## src/rtl/gate_tt_pkg.sv

```systemverilog
// Shared types and sizing constants for the gate truth-table checker.
package gate_tt_pkg;

  localparam int NUM_VECTORS = 4;
  localparam int CNT_W       = 4;

  typedef enum logic [1:0] {
    IDLE   = 2'd0,
    WAIT   = 2'd1,
    SAMPLE = 2'd2,
    DONE   = 2'd3
  } state_e;

endpackage

```

## src/rtl/gate_tt_settle_timer.sv

```systemverilog
// Settle down-counter: loads a hold count, counts down while enabled, flags zero.
module gate_tt_settle_timer
  import gate_tt_pkg::*;
(
  input  logic             clk,
  input  logic             rst,
  input  logic             load,
  input  logic             en,
  input  logic [CNT_W-1:0] value,
  output logic             zero
);

  logic [CNT_W-1:0] cnt_q;
  logic [CNT_W-1:0] cnt_d;

  // Counter next-state: load wins, otherwise decrement and saturate at zero
  always_comb begin
    cnt_d = cnt_q;
    if (load) begin
      cnt_d = value;
    end else if (en && (cnt_q != {CNT_W{1'b0}})) begin
      cnt_d = cnt_q - CNT_W'(1);
    end else begin
      cnt_d = cnt_q;
    end
  end

  // Counter register with synchronous reset
  always_ff @(posedge clk) begin
    if (rst) begin
      cnt_q <= {CNT_W{1'b0}};
    end else begin
      cnt_q <= cnt_d;
    end
  end

  assign zero = (cnt_q == {CNT_W{1'b0}});

endmodule

```

## config.mk

```make
export PLATFORM = sky130hd
export DESIGN_NAME = gate_tt_settle_timer
export DESIGN_NICKNAME = d
export VERILOG_FILES = /design/src/rtl/gate_tt_pkg.sv /design/src/rtl/gate_tt_settle_timer.sv
export SDC_FILE = /design/constraint.sdc
export NUM_CORES = 1
export LEC_CHECK = 0
export CAP_MARGIN = 20
export CELL_PAD_IN_SITES_DETAIL_PLACEMENT = 0
export CELL_PAD_IN_SITES_GLOBAL_PLACEMENT = 1
export CORE_AREA = 4 4 41 43
export DETAILED_ROUTE_END_ITERATION = 10
export DIE_AREA = 0 0 45 47
export PLACE_DENSITY = 0.63
export SYNTH_ARGS = -nofsm -noshare
export SYNTH_HDL_FRONTEND = slang
export SYNTH_SLANG_ARGS = --single-unit
```

## constraint.sdc

```tcl
create_clock -name clk -period 2.6 [get_ports clk]
set_input_delay 0.78 -clock clk [delete_from_list [all_inputs] [get_ports clk]]
set_output_delay 0.78 -clock clk [all_outputs]
set_load 0.02 [all_outputs]
```

==> summary.txt, run 1 <==
GRT
  – Initial antenna violation count: 0
  – Largest net degree at the start of global routing: 8
  – First-pass GRT wire length: 1090 µm
  – Total GRT Usage: under 10%
  – Vias in the first global route: 264
  – GR Overflow Total: 0

Synth
  – Synth Instances: 29
  – Post-Syn Area: roughly 260 µm²
  – Leading post-synthesis cells by cell area: dfxtp_1, a2111oi_4, nor2_1, a311oi_1, inv_1
  – Post-synth cell types: 16
  – Top cell type's share of synthesized area: between 30% and 40%
  – Prevailing post-synth register cell: dfxtp_1
  – Top-count cell post-synth: nor2_1
  – Mapped Avg Cell Area: 9.06 µm²
  – Syn_nets: 38
  – Sequential area share after synthesis: between 30% and 40%
  – Most frequent cells after synthesis: nor2_1, dfxtp_1, inv_1
  – Post-synth EDFFs: 0
  – YS warnings: 0
  – Synthesized flop and latch total: 4
  – Largest area contributor in the netlist: dfxtp_1
  – Synth async-reset ratio: 0%

Worst setup path
  – Depth of the most critical reg-to-reg path: 6
  – Data required, critical path: between 1.5 and 2 ns
  – Highest fanout seen on the critical path: 4
  – Worst Path Arrival: ~1.7 ns
  – RR Endpoint: cnt_q[1]
  – R2r startpoint: cnt_q[1]
  – Critical path class: register to output port
  – Crit end category: output port
  – FF-to-FF setup slack: between 0.8 and 0.9 ns
  – Setup crit start kind: register

Die
  – DIE HEIGHT: between 40 and 50 µm
  – Row Count: 13
  – IO Count: 9
  – Initial Util: about 20%
  – Die area: between 0.002 and 0.0025 mm²
  – Die width: about 45 µm
  – Core ar.: 0.00130 mm²

Clock network
  – Root buffer cell: clkbuf_4
  – CTS Buf Count: 3
  – CTS Sinks: 4
  – Clk buf depth: 2
  – Clock transition at the registers of the reported paths: 0.04 ns
  – Worst skew pair latency: approximately 0.24 ns
  – CTS tree: yes
  – Max H-tree Level: 1
  – Hold-fix buffers, CTS: 0

Route
  – DR pass1 iterations: 2
  – Routed Antenna Nets: 0
  – Initial drt markers: 2
  – Routed length per instance: 11.8 µm
  – Vias: 250
  – Drt drc: 0
  – Final WL: 658 µm
  – Via density: 4.46

Worst hold path
  – Worst min-delay path class: register to register
  – Worst Hold Launch: cnt_q[2]
  – Hold path endpoint: cnt_q[2]
  – Hold path cells: 2

Job
  – Max cap viols: 0

Placed design
  – PortBufs: 8
  – Placed inst area: 369 µm²
  – RD Place Congestion: a little over 0.8
  – Dpl ws: 0.141 ns
  – Post-DP HPWL: just over 500 µm

Finish
  – Fin area: between 300 and 400 µm²
  – Largest Register: cnt_q
  – Max reg flops: 4
  – Top flop regs: cnt_q: 4 flops
  – Final Net Count: 52
  – Share of cells above drive strength 1: around 17%
  – Fin util: 30.0%
  – Filler cell count: roughly 140
  – Area grow syn2layout: 48.6%
  – Antenna diodes: 0

Timing
  – Fin crit share: 93.5%
  – Worst Tran Pin Value: about 0.30 ns
  – Final Hold Slack: between 0.5 and 0.6 ns
  – Fin Setup TNS: 0 ns
  – RSZ-0062 raised after global routing: false
  – Count of final setup violators: 0
  – Setup Skew: between 0.003 and 0.004 ns
  – Fin worst setup slack: ~0.17 ns
  – FMAX: about 410 MHz
  – Final Hold Fails: 0
  – Minimum clock period: roughly 2.4 ns
  – Max Slew Vio Count: 0
  – Max transition margin: 80.2%

Outcome
  – Status: completed

Pwr
  – LEAKAGE: about 0.00015 µW
  – P per Cell Area: 538 mW/mm²
  – VDD IR max: about 0.00019 V
[area by class of cell]
cell class	count	area [µm²]	area share, %
clock buffers	3	22.5	5.77
inverters	4	15.0	3.85
multi-input cells	21	168	42.9
flip-flops and latches	4	80.1	20.5
well taps	15	18.8	4.81
repair buffers	9	86.3	22.1
[logic make-up (layout without fill, tap and decap cells)]
kind of cell               after synthesis  in the layout  synth area share [%]
AOI/OAI and AO/OA                        6              6                  26.7
adders and majority gates                1              1                  4.76
buffers and inverters                    4             16                  5.71
DFF                                      4              4                  30.5
muxes                                    1              1                  3.81
and+or+nand+nor                         13             13                  28.6
[what timing repair did]
| action | CTS | global route |
|---|---|---|
| buffers inserted | 0 | 0 |
| gates resized for setup | 1 | 0 |
| endpoints found under the setup margin | 1 | 0 |
[metal layers]
metal  share of wire [%]  GRT usage [%]
met5                   0              0
met4                   0           1.75
met3                 9.7           4.98
met2                  45           12.1
met1                  45           8.20
[how the worst max path moves through the flow]
stage / start / end / slack [ns] / cells after the start
finish: cnt_q[1] / zero / 0.17 / 5
global route: cnt_q[0] / zero / 0.07 / 5
CTS: cnt_q[1] / zero / 0.15 / 5
detailed placement: cnt_q[1] / zero / 0.14 / 5
global placement: cnt_q[1] / zero / 0.17 / 5
floorplan: cnt_q[1] / zero / 0.65 / 4
[worst max-delay path, cell delays in order, from the launching register on]
cell and delay [ns]:
dfxtp_1 0.31, inv_1 0.11, ha_1 0.22, or3b_4 0.39, inv_1 0.06, dlygate4sd2_1 0.33
[power breakdown]
group	switching (µW)	internal (µW)	leakage (µW)	total [µW]
clock network	27.2	51.8	0.0000138	78.9
registers	4.74	67.1	0.0000333	71.9
logic	28.0	31.0	0.000105	59.1
[layout by cell type, fill, tap and decap left out]
| cell type | synthesis | layout |
|---|---|---|
| nor2_1 | 5 | 5 |
| inv_1 | 4 | 4 |
| a311o_1 | 1 | 1 |
| clkdlybuf4s50_1 | 0 | 7 |
| nand3_1 | 1 | 1 |
| a21o_1 | 1 | 1 |
| nand2_1 | 3 | 3 |
| a311oi_1 | 2 | 2 |
| a211oi_1 | 1 | 1 |
| nor3_1 | 1 | 1 |
| clkbuf_4 | 0 | 3 |
| buf_4 | 0 | 1 |
| nand4b_1 | 1 | 1 |
| dfxtp_1 | 4 | 4 |
| mux2i_1 | 1 | 1 |
| ha_1 | 1 | 1 |
| nor4b_2 | 1 | 1 |
| or3b_4 | 1 | 1 |
| dlygate4sd2_1 | 0 | 1 |
| a2111oi_4 | 1 | 1 |
[stage by stage]
step                power [µW]  cells
floorplan                  105     29
global placement           133     53
detailed placement         134     53
CTS                        215     56
global route               224     56
finish                     210     56
Note: power is estimated with default switching activity, not from simulation.
==> run 2: changes to the inputs <==
MAX_ROUTING_LAYER = met4   (was default)
SLEW_MARGIN = 10   (was default)
==> results of run 2 <==
Final layout, timing and power as in run 1 (identical DEF).
Main changes from that run: final weighted congestion in routability-driven placement 0.821 -> 0.833; overall routing resource usage 7.51% -> 7.76%
==> run 3: changes to the inputs <==
CELL_PAD_IN_SITES_DETAIL_PLACEMENT = default   (was 0)
CELL_PAD_IN_SITES_GLOBAL_PLACEMENT = default   (was 1)
PLACE_DENSITY = 0.52   (was 0.63)
==> summary.txt, run 3 (synthesized netlist as in run 1, its figures left out) <==
Timing
  – Fin Setup TNS: 0 ns (unchanged)
  – Final Hold Fails: 0 (unchanged)
  – Count of final setup violators: 0 (unchanged)
  – Final Hold Slack: 0.540 ns (+0.00690 ns)
  – Worst Tran Pin Value: 0.293 ns (-0.00225 ns)
  – Max Slew Vio Count: 0 (unchanged)
  – Fin crit share: 92.7% (-0.80 points)
  – Setup Skew: 0.00295 ns (-0.000582 ns)
  – Minimum clock period: 2.41 ns (-0.0207 ns)
  – RSZ-0062 raised after global routing: false
  – Max transition margin: 80.4% (+0.15 points)
  – FMAX: 415 MHz (+0.86%)

Die
  – Die width: 45 µm (unchanged)
  – Die area: 0.00212 mm² (unchanged)
  – DIE HEIGHT: 47 µm (unchanged)
  – Core ar.: 0.00130 mm² (unchanged)
  – Row Count: 13 (unchanged)
  – IO Count: 9 (unchanged)
  – Initial Util: 20.2% (unchanged)

Worst hold path
  – Hold path cells: 2 (unchanged)
  – Worst Hold Launch: cnt_q[2]
  – Hold path endpoint: cnt_q[2]
  – Worst min-delay path class: register to register

Worst setup path
  – Depth of the most critical reg-to-reg path: 6 (unchanged)
  – Slowest stage delay, CP: 0.39 ns (about the same)
  – Slowest cell on crit path: or3b_4
  – Crit path cell chain: inv_1 > ha_1 > or3b_4 > inv_1 > dlygate4sd2_1
  – Setup crit start kind: register
  – RR Endpoint: cnt_q[1]
  – FF-to-FF setup slack: 0.89 ns (+0.02 ns)
  – Data required, critical path: 1.82 ns (about the same)
  – R2r startpoint: cnt_q[1]
  – Critical path class: register to output port
  – Highest fanout seen on the critical path: 4 (unchanged)
  – Worst Path Arrival: 1.63 ns (-0.02 ns)
  – Crit end category: output port
  – Top cell by count, worst path: inv_1

Clock network
  – Post_cts resized: 1 (unchanged)
  – Worst skew pair latency: 0.24 ns (about the same)
  – Root buffer cell: clkbuf_4
  – CTS tree: yes
  – Clock transition at the registers of the reported paths: 0.04 ns (about the same)
  – Clk buf depth: 2 (unchanged)
  – CTS Buf Count: 3 (unchanged)
  – Max H-tree Level: 1 (unchanged)
  – CTS Sinks: 4 (unchanged)
  – Total setup buffers inserted after CTS: 0 (unchanged)
  – Hold-fix buffers, CTS: 0 (unchanged)

GRT
  – Vias in the first global route: 238 (-9.8%)
  – Initial antenna violation count: 0 (unchanged)
  – First-pass GRT wire length: 938 µm (-14%)
  – Total GRT Usage: 7.18%
  – GR Overflow Total: 0 (unchanged)
  – Largest net degree at the start of global routing: 7 (-1)

Finish
  – Max reg flops: 4 (unchanged)
  – Area grow syn2layout: 51.4%
  – Antenna diodes: 0 (unchanged)
  – Most frequent cells in the layout: clkdlybuf4s50_1, nor2_1, inv_1, dfxtp_1
  – Most common cell after layout, fill and taps aside: clkdlybuf4s50_1
  – Largest Register: cnt_q
  – Share of cells above drive strength 1: 19.0% (+2.0 points)
  – Final Net Count: 53 (+1.9%)
  – Non-filler cells, final: 57 (+1.8%)
  – Top flop regs: cnt_q: 4 flops
  – Filler cell count: 152 (+6.3%)

Pwr
  – VDD IR max: 0.000234 V (+21%)
  – P per Cell Area: 528 mW/mm² (-1.9%)
  – LEAKAGE: 0.000157 µW (+3.2%)

Route
  – Routed length per instance: 10.5 µm (-11%)
  – Initial drt markers: 2 (unchanged)
  – Final WL: 597 µm (-9.3%)
  – Vias: 252 (+0.80%)
  – DR pass1 iterations: 2 (unchanged)
  – Drt drc: 0 (unchanged)
  – Routed Antenna Nets: 0 (unchanged)
  – Via density: 4.42 (-0.97%)

Placed design
  – RD Place Congestion: slightly above 0.7
  – Post-DP HPWL: 452 µm (-12%)
  – Dpl cells: 54 (+1.9%)
  – PortBufs: 8 (unchanged)

Outcome
  – Status: completed

Job
  – Max cap viols: 0 (unchanged)
## run 3: cell count changes in the layout (fill, tap and decap cells not counted)
cell   change
buf_4      +1
## run 3: layer usage
layer | global-route usage [%] | part of all wire [%] | wire length [µm]
met5 | - | 0 | 0
met4 | 1.75 | 0 | 0
met3 | 8.05 | 10 | 61
met2 | 8.47 | 40 | 241
met1 | 7.73 | 49 | 294
## run 3: worst max path at each step
stage | start | end | slack, ns | depth (start not counted)
final | cnt_q[1] | zero | 0.19 | 5
after global routing | cnt_q[1] | zero | 0.09 | 5
after CTS | cnt_q[1] | zero | 0.16 | 5
after detailed placement | cnt_q[1] | zero | 0.15 | 5
after global placement | cnt_q[1] | zero | 0.15 | 5
after floorplan | cnt_q[1] | zero | 0.65 | 4
## run 3: final cells by class
class                           instances  area [µm²]  area share [%]
Inverter                                4        15.0            3.77
Timing Repair Buffer                   10        93.8            23.6
Tap cell                               15        18.8            4.72
Clock buffer                            3        22.5            5.66
Multi-Input combinational cell         21         168            42.1
Sequential cell                         4        80.1            20.1
## run 3: where the power goes
part | switching [µW] | internal [µW] | total (µW)
Sequential | 4.55 | 67.1 | 71.7
Clock | 27.4 | 51.8 | 79.1
Combinational | 27.1 | 32.0 | 59.1
## run 3: worst max-delay path: cells and delay by family, from the launching register on
family | cells | cell delay, ns
buffers and inverters | 3 | 0.49
and+or+nand+nor | 1 | 0.39
DFF | 1 | 0.31
adders and majority gates | 1 | 0.21
## run 3: per-stage QoR
step	cell area (µm²)	utilization, %	power [µW]	setup WS [ns]
4_1_cts	398	30.6	215	0.164
2_1_floorplan	263	-	105	0.647
3_3_place_gp	377	28.9	134	0.149
3_5_place_dp	377	28.9	134	0.150
6_report	398	30.6	210	0.190
5_1_grt	398	30.6	226	0.0855
